[config.mk]
export PLATFORM = sky130hd
export DESIGN_NAME = fifo_rd_burst_packer
export DESIGN_NICKNAME = d
export VERILOG_FILES = /design/src/rtl/fifo_rd_burst_packer.sv
export SDC_FILE = /design/constraint.sdc
export NUM_CORES = 1
export LEC_CHECK = 0
export CORE_AREA = 3 3 76 78
export DETAILED_ROUTE_END_ITERATION = 16
export DIE_AREA = 0 0 79 81
export HOLD_SLACK_MARGIN = 0.05
export PLACE_DENSITY_LB_ADDON = 0.1
export SYNTH_ARGS = -nofsm -noshare
export SYNTH_HDL_FRONTEND = slang
export SYNTH_SLANG_ARGS = --single-unit
[constraint.sdc]
create_clock -name clk_i -period 2.28 [get_ports clk_i]
set_input_delay 0.228 -clock clk_i [delete_from_list [all_inputs] [get_ports clk_i]]
set_output_delay 0.228 -clock clk_i [all_outputs]
set_load 0.1 [all_outputs]
[src/rtl/fifo_rd_burst_packer.sv]
// Reads a non-show-ahead FIFO into a 2-entry skid buffer and frames the stream into BURST_LEN-word bursts.
// Optional partial-burst padding after an idle timeout: define FIFO_RD_BURST_PACKER_TIMEOUT_EN.
module fifo_rd_burst_packer #(
  parameter int unsigned DATA_WIDTH     = 16,
  parameter int unsigned BURST_LEN      = 8,
  parameter int unsigned TIMEOUT_CYCLES = 64
) (
  input  logic                  clk_i,
  input  logic                  rst_n_i,
  output logic                  fifo_rd_o,
  input  logic [DATA_WIDTH-1:0] fifo_q_i,
  input  logic                  fifo_empty_i,
  output logic [DATA_WIDTH-1:0] src_data_o,
  output logic                  src_valid_o,
  input  logic                  src_ready_i,
  output logic                  src_sof_o,
  output logic                  src_eof_o,
  output logic                  src_pad_o,
  output logic [15:0]           burst_cnt_o
);

  localparam int unsigned IDX_W = (BURST_LEN > 1) ? $clog2(BURST_LEN) : 1;
  localparam int unsigned CNT_W = 16;
  localparam logic [IDX_W-1:0] IDX_LAST = IDX_W'(BURST_LEN - 1);

  if (BURST_LEN < 2 || BURST_LEN > 256 || TIMEOUT_CYCLES < 1 || TIMEOUT_CYCLES > 65535) begin : g_bad_param
    $error("fifo_rd_burst_packer: illegal BURST_LEN or TIMEOUT_CYCLES");
  end

  typedef enum logic [1:0] {
    S_IDLE   = 2'd0,
    S_ACTIVE = 2'd1
`ifdef FIFO_RD_BURST_PACKER_TIMEOUT_EN
    , S_PAD  = 2'd2
`endif
  } state_t;

  state_t                state_q, state_nxt;
  logic [IDX_W-1:0]      idx_q;
  logic [1:0]            occ_q;
  logic                  inflight_q;
  logic                  wr_ptr_q, rd_ptr_q;
  logic [DATA_WIDTH-1:0] skid_q [2];
  logic [CNT_W-1:0]      burst_cnt_q;

  logic       pad_mode, valid, xfer, pop, is_last, timeout_hit, rd_ok;
  logic [1:0] occ_after, fill;

  // Handshake and skid-buffer bookkeeping; a pop in this cycle frees a slot for a new read.
  assign valid     = (occ_q != 2'd0) || pad_mode;
  assign xfer      = valid && src_ready_i;
  assign pop       = xfer && !pad_mode;
  assign is_last   = (idx_q == IDX_LAST);
  assign occ_after = occ_q - {1'b0, pop};
  assign fill      = occ_after + {1'b0, inflight_q};
  assign rd_ok     = rst_n_i && !fifo_empty_i && !pad_mode && (occ_q < 2'd2) && (fill < 2'd2);

`ifdef FIFO_RD_BURST_PACKER_TIMEOUT_EN
  logic [CNT_W-1:0] to_cnt_q;
  logic             idle_wait;

  assign pad_mode    = (state_q == S_PAD);
  assign idle_wait   = (state_q == S_ACTIVE) && (occ_q == 2'd0) && !inflight_q && fifo_empty_i;
  assign timeout_hit = idle_wait && (to_cnt_q == CNT_W'(TIMEOUT_CYCLES - 1));

  // Counts consecutive starved cycles of an open burst.
  always_ff @(posedge clk_i or negedge rst_n_i) begin
    if (!rst_n_i)       to_cnt_q <= '0;
    else if (idle_wait) to_cnt_q <= to_cnt_q + CNT_W'(1);
    else                to_cnt_q <= '0;
  end
`else
  assign pad_mode    = 1'b0;
  assign timeout_hit = 1'b0;
`endif

  always_ff @(posedge clk_i or negedge rst_n_i) begin
    if (!rst_n_i) state_q <= S_IDLE;
    else          state_q <= state_nxt;
  end

  always_comb begin
    state_nxt = state_q;
    case (state_q)
      S_IDLE:   if (xfer && idx_q == '0) state_nxt = S_ACTIVE;
      S_ACTIVE: begin
        if (xfer && is_last) state_nxt = S_IDLE;
`ifdef FIFO_RD_BURST_PACKER_TIMEOUT_EN
        else if (timeout_hit) state_nxt = S_PAD;
`endif
      end
`ifdef FIFO_RD_BURST_PACKER_TIMEOUT_EN
      S_PAD:    if (xfer && is_last) state_nxt = S_IDLE;
`endif
      default:  state_nxt = S_IDLE;
    endcase
  end

  always_comb begin
    fifo_rd_o   = 1'b0;
    src_valid_o = 1'b0;
    src_sof_o   = 1'b0;
    src_eof_o   = 1'b0;
    src_pad_o   = 1'b0;
    src_data_o  = '0;
    fifo_rd_o   = rd_ok;
    src_valid_o = valid;
    src_sof_o   = valid && (idx_q == '0);
    src_eof_o   = valid && is_last;
    src_pad_o   = pad_mode;
    src_data_o  = pad_mode ? '0 : skid_q[rd_ptr_q];
  end

  // Read data lands one cycle after the read strobe; the word index and burst count advance on transfers.
  always_ff @(posedge clk_i or negedge rst_n_i) begin
    if (!rst_n_i) begin
      occ_q       <= '0;
      inflight_q  <= 1'b0;
      wr_ptr_q    <= 1'b0;
      rd_ptr_q    <= 1'b0;
      skid_q[0]   <= '0;
      skid_q[1]   <= '0;
      idx_q       <= '0;
      burst_cnt_q <= '0;
    end else begin
      occ_q      <= fill;
      inflight_q <= rd_ok;
      if (inflight_q) begin
        skid_q[wr_ptr_q] <= fifo_q_i;
        wr_ptr_q         <= ~wr_ptr_q;
      end
      if (pop) rd_ptr_q <= ~rd_ptr_q;
      if (xfer) begin
        idx_q <= is_last ? '0 : idx_q + IDX_W'(1);
        if (is_last) burst_cnt_q <= burst_cnt_q + CNT_W'(1);
      end
    end
  end

  assign burst_cnt_o = burst_cnt_q;

endmodule

Word-level counts from Yosys, hierarchy flattened:

Index checks and enable logic that the tools add are counted.

* output and inout port bits: 37
* register bits after elaboration: 56
* word-level logic and storage cells: 40
* bits of input ports: 20

* reduce and logical (&&, ||, !) cells: 11
* muxes and demuxes: 7
* bitwise gates (word level): 4
* $lt $le $gt $ge: 5
* $add $sub $neg: 4
* equality and inequality tests: 1

Operator list (number)
* two-way mux 16 bit: 4
* bitwise mux 32 bit: 1
* adder 16 x 1 -> 16 bit, second input constant: 1
* demux 16 bit (select 1 bit): 1
* logical AND 1 bit: 7
* >= comparator 2 bit, second input constant: 2
* less-than comparator 2 bit, second input constant: 2
* NOT 1 -> 2 bit: 2
* adder 3 x 1 -> 3 bit, second input constant: 1
* equality test 3 bit, second input constant: 1
* logical NOT 3 bit: 1
* two-way mux 3 bit: 1
* adder 2 x 1 -> 2 bit: 1
* less-than comparator 2 x 1 -> 1 bit, second input constant: 1
* NOT 1 bit: 2
* AND reduction 2 bit: 1
* nonzero test 2 bit: 1
* subtractor 2 x 1 -> 2 bit: 1
* logical NOT 1 bit: 1

Depth between registers and ports, before layout:

* depth in word-level cells: 6
* mapped depth: 6
* depth with buffers taken out: 6

Least setup slack after synthesis:

OpenSTA, ideal clock, no wires.

* path kind: flip-flop to output port
* start: register occ_q[1]
* end: output fifo_rd_o
* data required time: 2.052 ns
* slack: -0.037 ns
* data arrival time: 2.089 ns
* path buffers: 1
* cell stages (with the launch flop): 7
* cell sequence: dfrtp_1 -> buf_6 -> o21ai_2 -> xnor2_1 -> ha_1 -> xnor2_2 -> and3_1

* longest elaborated chain between the ends: 6
* elaborated cells on any way between the ends: 8
* classes of those cells: 2 x add/sub; 2 x order compare; 4 x reduce/logical

RTL lines
* start, declared: line 40 `logic [1:0] occ_q;`
* start signal, assigned: line 126 `occ_q <= fill;`
* nonzero test 2 bit: line 50 `assign valid = (occ_q != 2'd0) || pad_mode;`
* logical AND 1 bit: line 51 `assign xfer = valid && src_ready_i;`
* subtractor 2 x 1 -> 2 bit: line 54 `assign occ_after = occ_q - {1'b0, pop};`
* adder 2 x 1 -> 2 bit: line 55 `assign fill = occ_after + {1'b0, inflight_q};`
* less-than comparator 2 bit: line 56 `assign rd_ok = rst_n_i && !fifo_empty_i && !pad_mode && (occ_q < 2'd2) && (fill < 2'd2);`
* logical AND 1 bit (*): line 56
* end, declared: line 10 `output logic fifo_rd_o,`

Mark *: on every way between the ends. The rest lies on a longest branch, timed or not.

Worst setup path after layout:

Ends and elaborated chain as after synthesis.

==> metrics <==
Layout area overhead=33.6%; Pre-antenna DRT Iters=4; CTS clock-pin slew for the worst setup and hold paths=approximately 100 ps; FMAX=about 470 MHz; FP Rows=26; Overflow after GRT=0; Hold Vio Cnt, Final=0; CP cell instances=o21ai_2 -> xnor2_1 -> ha_1 -> xnor2_2 -> and3_2 -> buf_12; sequential area share after synthesis=between 50% and 60%; crit-path max cell delay=490 ps; crit path kind=reg -> out; CP top delay family=flip-flops; maxcap violations=0; nets=267; Vias/cell=5.13; hold_buf cts=0; fin area=between 3000 and 4000 µm²; Slew HR=54.8%; Post-route DRC=0; CP Buf/Inv Count=1; setup bufs post-CTS=0; placed inst area=about 3300 µm²; wire per inst=between 15 and 20 µm; post-CTS sizing=0; core area=5140 µm²; vias in the first global route=1,767; CP required=about 2000 ps; final period demand of the worst path=between 2000 and 2500 ps; GRT Overall Usage=about 17%; setup violation total in the final timing report=0; H-tree depth=2; status=completed; count of pins over their slew limit=0; DP HPWL=around 3600 µm; Buffers on Ports=55; worst r2r src=idx_q[0]; skew final=~6.7 ps; synth warn=0; setup slack, reg-to-reg=around 560 ps; initial antenna violation count=1; share of cells above drive strength 1=about 34%; Root Driver=clkbuf_8; post-route antenna net violation count=0; Worst-Skew Late Latency=300 ps; Chip Height=about 80 µm; starting density of the core=around 49%; DRT iter0 DRCs=44; RSZ-0062 raised after global routing=no; worst r2r dst=burst_cnt_o[13]; Worst Setup SP=occ_q[1]; synthesized net count=between 200 and 250; critical path arrival=approximately 1900 ps; Longest Clk Path Bufs=2; CTS tree=yes; largest net degree at the start of global routing=57; cell count after synthesis=around 180; via count=~1,600; slowest CP cell=dfrtp_1; HP Class=in -> async; synthesized area=approximately 2500 µm²; CTS buffer count=5; final WL=about 4900 µm; Die W=slightly below 80 µm; CP startpoint kind=register; Synth cell types=35; antenna cells=0; cell depth of the worst flop-to-flop path=6; placed insts=slightly above 300; first-pass GRT wire length=8490 µm; RePlAce Congestion=0.737; Fin Setup TNS=0 ps; full die area=about 6400 µm²; Worst Tran Pin Value=between 600 and 700 ps; fin crit share=93.5%; io pins=between 50 and 60; Max Fanout on Critical Path=6; clock sinks=56; CP Capture Type=output pin; Syn Area/Cell=13.9 µm²; flops & latches, synth=between 50 and 60; Final Non-Filler Cells=between 300 and 400
## flip-flops by register name (all words and copies together), names as in the netlist
name         flops
skid_q          32
burst_cnt_o     16
idx_q            3
occ_q            2
inflight_q       1
rd_ptr_q         1
wr_ptr_q         1
## worst register-to-register path, stage by stage, from the launching register on
cell and delay, ps:
dfrtp_1 400, ha_1 180, ha_1 250, o211ai_4 170, nor3_2 320, nand4_1 150, xnor2_1 140
## per-layer routing
layer	global-route usage (%)	up-vias	share of wire [%]
met1	19.9	804	39
met5	0	-	0.26
met2	30.8	46	54
li1	-	747	-
met4	4.47	2	1.0
met3	4.32	6	4.8
## synth_stat cells
| cell | number | area [µm²] |
|---|---|---|
| and4_1 | 1 | 8.76 |
| and2_1 | 1 | 6.26 |
| or2_2 | 1 | 6.26 |
| nand2_2 | 1 | 6.26 |
| buf_4 | 2 | 15.0 |
| or3_1 | 1 | 6.26 |
| nand4_1 | 4 | 25.0 |
| a21o_1 | 1 | 7.51 |
| inv_1 | 3 | 11.3 |
| nand2b_1 | 1 | 6.26 |
| conb_1 | 1 | 3.75 |
| o21ai_2 | 1 | 8.76 |
| xnor2_2 | 1 | 16.3 |
| nor2_1 | 2 | 7.51 |
| dfrtp_1 | 56 | 1400 |
| o21a_1 | 1 | 7.51 |
| buf_2 | 3 | 15.0 |
| nor3_1 | 3 | 15.0 |
| mux2_1 | 26 | 293 |
| nor2b_1 | 1 | 6.26 |
| nand3_1 | 2 | 10.0 |
| o211ai_4 | 1 | 21.3 |
| and3b_1 | 1 | 8.76 |
| nor3_4 | 1 | 16.3 |
| xor2_1 | 5 | 43.8 |
| buf_6 | 2 | 22.5 |
| ha_1 | 5 | 62.6 |
| o21ai_0 | 1 | 5.00 |
| and3_1 | 3 | 18.8 |
| nand3_2 | 1 | 10.0 |
| nor2_2 | 1 | 6.26 |
| nand2_1 | 10 | 37.5 |
| nor3_2 | 1 | 10.0 |
| mux2_2 | 23 | 259 |
| xnor2_1 | 14 | 123 |
## logic make-up after synthesis
kind of cell    share of synthesized area (%)
simple gates                             8.37
xor+xnor                                 7.23
flops                                    55.4
compound gates                           1.98
other cells                             0.148
buf+inv                                  2.52
mux                                      21.8
fa+ha+maj                                2.48
## cell type report
class / count / area (µm²)
Clock buffer: 7 / 86.3
Clock inverter: 1 / 7.51
Fill cell: 424 / 1760
Inverter: 3 / 11.3
Multi-Input combinational cell: 116 / 1060
Sequential cell: 56 / 1400
Tap cell: 70 / 87.6
Timing Repair Buffer: 60 / 718
## per-stage QoR
step	worst slack, ps	utilization (%)	hold WS (ps)
floorplan	64.6	-	-67.6
detailed placement	183	63.9	438
finish	149	65.7	73.5
global placement	244	63.9	428
global route	12.2	65.7	137
CTS	126	65.7	107
## how the worst max path moves through the flow
| stage | endpoint | cells past startpoint | slack (ps) |
|---|---|---|---|
| 6_report | fifo_rd_o | 6 | 150 |
| 3_5_place_dp | fifo_rd_o | 7 | 180 |
| 2_1_floorplan | burst_cnt_o[3] | 6 | 60 |
| 3_3_place_gp | fifo_rd_o | 7 | 240 |
| 5_1_grt | fifo_rd_o | 6 | 10 |
| 4_1_cts | fifo_rd_o | 6 | 130 |
## placed cells by master, fill, tap and decap left out, drive strengths merged, types with 2 or more instances in the layout
cell type	netlist	layout
o21ai	2	2
buf	7	42
inv	3	3
nor3	5	5
dfrtp	56	56
nand4	4	4
nand3	3	3
xnor2	15	15
ha	5	5
xor2	5	5
clkbuf	0	7
nand2	11	11
clkdlybuf4s50	0	18
mux2	49	49
and3	3	3
nor2	3	3
Power is left out: the tool's default activity adds up to more than one toggle a clock period on the data nets, which glitch-free logic cannot reach.
==> RTL change (same settings) <==
`BURST_LEN`: 8 -> 32.
--- a/src/rtl/fifo_rd_burst_packer.sv
+++ b/src/rtl/fifo_rd_burst_packer.sv
@@ -4,3 +4,3 @@
   parameter int unsigned DATA_WIDTH     = 16,
-  parameter int unsigned BURST_LEN      = 8,
+  parameter int unsigned BURST_LEN      = 32,
   parameter int unsigned TIMEOUT_CYCLES = 64
Behaviour: not the same (Yosys sat finds a counterexample within 10 cycles, from zero or initial values and one cycle with rst_n_i low).
==> RTL change against the unedited design <==
- sequential cell count up 2
- die area stayed put
- wire length is 0.20% higher
- global-route usage is 0.15 points higher
- synthesized area is 3.6% higher
- sequential share of layout area decreased by 1.7 points
- setup slack got worse by 91 ps
- final cell count increased by 8.9%
- first-iteration DRC count up 50%
- critical path depth is 2 higher
- design area up 8.2%
Power is left out: the tool's default activity adds up to more than one toggle a clock period on the data nets, which glitch-free logic cannot reach.
==> RTL change: results (changes against the unedited design) <==
- Outcome: finished clean
- Max clock buf depth: 2 (unchanged)
- M3 GR Usage: 0.0654 (+0.0222)
- Commonest cells post-synth: dfrtp_1 (58), mux2_2 (47), nand2_1 (14)
- Met1 Usage GRT: 0.213 (+0.0141)
- HP Class: in -> async
- Fill count: 405 (-4.5%)
- GR Util All Layers: 0.171 (+0.00152)
- CP max stage cell: dfrtp_2
- Seq cells post-synth: 58 (+3.6%)
- Uppermost layer routed: met4
- Total CTS buffers: 9 (+4)
- Vias in the first global route: 1746 (-1.2%)
- Routability cong.: 0.724 (-1.8%)
- Most flops, register: skid_q
- CP arrival: 1990 ps (+90 ps)
- Setup repair bufs after CTS: 1 (+1)
- Met2 wire len: 2.44 mm (-8.7%)
- Synthesized net count: 223 (+7.7%)
- DR WL met3: 270 um (+14%)
- Asr flop ratio synth: 1.00 (unchanged)
- Worst-path clk slew: 60 ps (-40 ps)
- Antenna cells: 0 (unchanged)
- Largest net degree at the start of global routing: 59 (+3.5%)
- YS warnings: 0 (unchanged)
- Slew HR: 0.509 (-0.0387)
- Dpl hpwl: 3.34 mm (-8.0%)
- GR Util met2: 0.277 (-0.0311)
- Critical path's top delay family: flip-flops
- DRT Pass-1 Iters: 5 (+1)
- H-tree levels: 3 (+1)
- Nets@finish: 295 (+10%)
- Vias per std cell: 5.04 (-1.8%)
- Synth unique cells: 32 (-8.6%)
- Worst Path Max Fanout: 4 (-2)
- DR iter-0 viols: 66 (+50%)
- Worst-Skew Late Latency: 320 ps (+20 ps)
- Input/output buffers: 55 (unchanged)
- Number of flip-flops in the largest register: 32 (unchanged)
- Initial antenna violation count: 0 (-1)
- Seq/Total Area, Yosys: 0.554 (about the same)
- CP max stage delay: 430 ps (-60 ps)
- Fraction of layout cells with a size suffix above 1: 0.461 (+0.124)
- Synth top area cells: dfrtp_1 (55%), mux2_2 (20%), xnor2_1 (3.7%)
- M1 WL: 2.16 mm (+12%)
- Clk root buf: clkbuf_8
- CTS resizes: 4 (+4)
- Final wirelength: 4.92 mm (+0.20%)
- Post-route clock skew: 4.46 ps (-2.24 ps)
- Global-route wire length before repair: 8.34 mm (-1.8%)
-- RTL change: path summary, 6_finish.rpt --
kind | startpoint | to | slack [ps] | depth (start not counted)
worst max-delay path | occ_q[0] | fifo_rd_o | 60 | 8
worst min-delay path | rst_n_i | skid_q[17] | 110 | 2
worst max register to register | idx_q[1] | burst_cnt_o[10] | 350 | 7
worst min register to register | skid_q[22] | skid_q[22] | 480 | 1
max in group asynchronous | rst_n_i | occ_q[1] | 1660 | 2
min in group clk_i | rst_n_i | inflight_q | 260 | 2
-- RTL change: per-stage QoR --
| step | hold WS, ps | cell area [sq um] | setup WS, ps | setup TNS (ps) | cells |
|---|---|---|---|---|---|
| floorplan | -67.6 | 2630 | -221 | -221 | 197 |
| global placement | 464 | 3420 | 107 | 0 | 324 |
| detailed placement | 473 | 3420 | 62.5 | 0 | 324 |
| CTS | 131 | 3600 | 6.05 | 0 | 338 |
| global route | 169 | 3650 | -34.9 | -34.9 | 341 |
| finish | 112 | 3650 | 58.3 | 0 | 341 |
-- RTL change: cells by family (layout without fill, tap and decap cells) --
kind of cell	count (synthesis)	after routing	synth area share
AO/OA/AOI/OAI	7	7	0.0229
multiplexers	50	50	0.215
AND/OR/NAND/NOR	44	44	0.0913
XOR/XNOR	19	19	0.0664
other	1	1	0.00143
flip-flops	58	58	0.554
adder cells (fa/ha/maj)	6	6	0.0287
buffers and inverters	12	86	0.0201
-- RTL change: area by class of cell --
| type | count | area [sq um] | share of cell area |
|---|---|---|---|
| sequential | 58 | 1450 | 0.398 |
| multi-input combinational | 127 | 1160 | 0.318 |
| timing repair buffer | 66 | 763 | 0.209 |
| clock buffer | 13 | 159 | 0.0435 |
| tap | 70 | 87.6 | 0.0240 |
| inverter | 7 | 26.3 | 0.00720 |
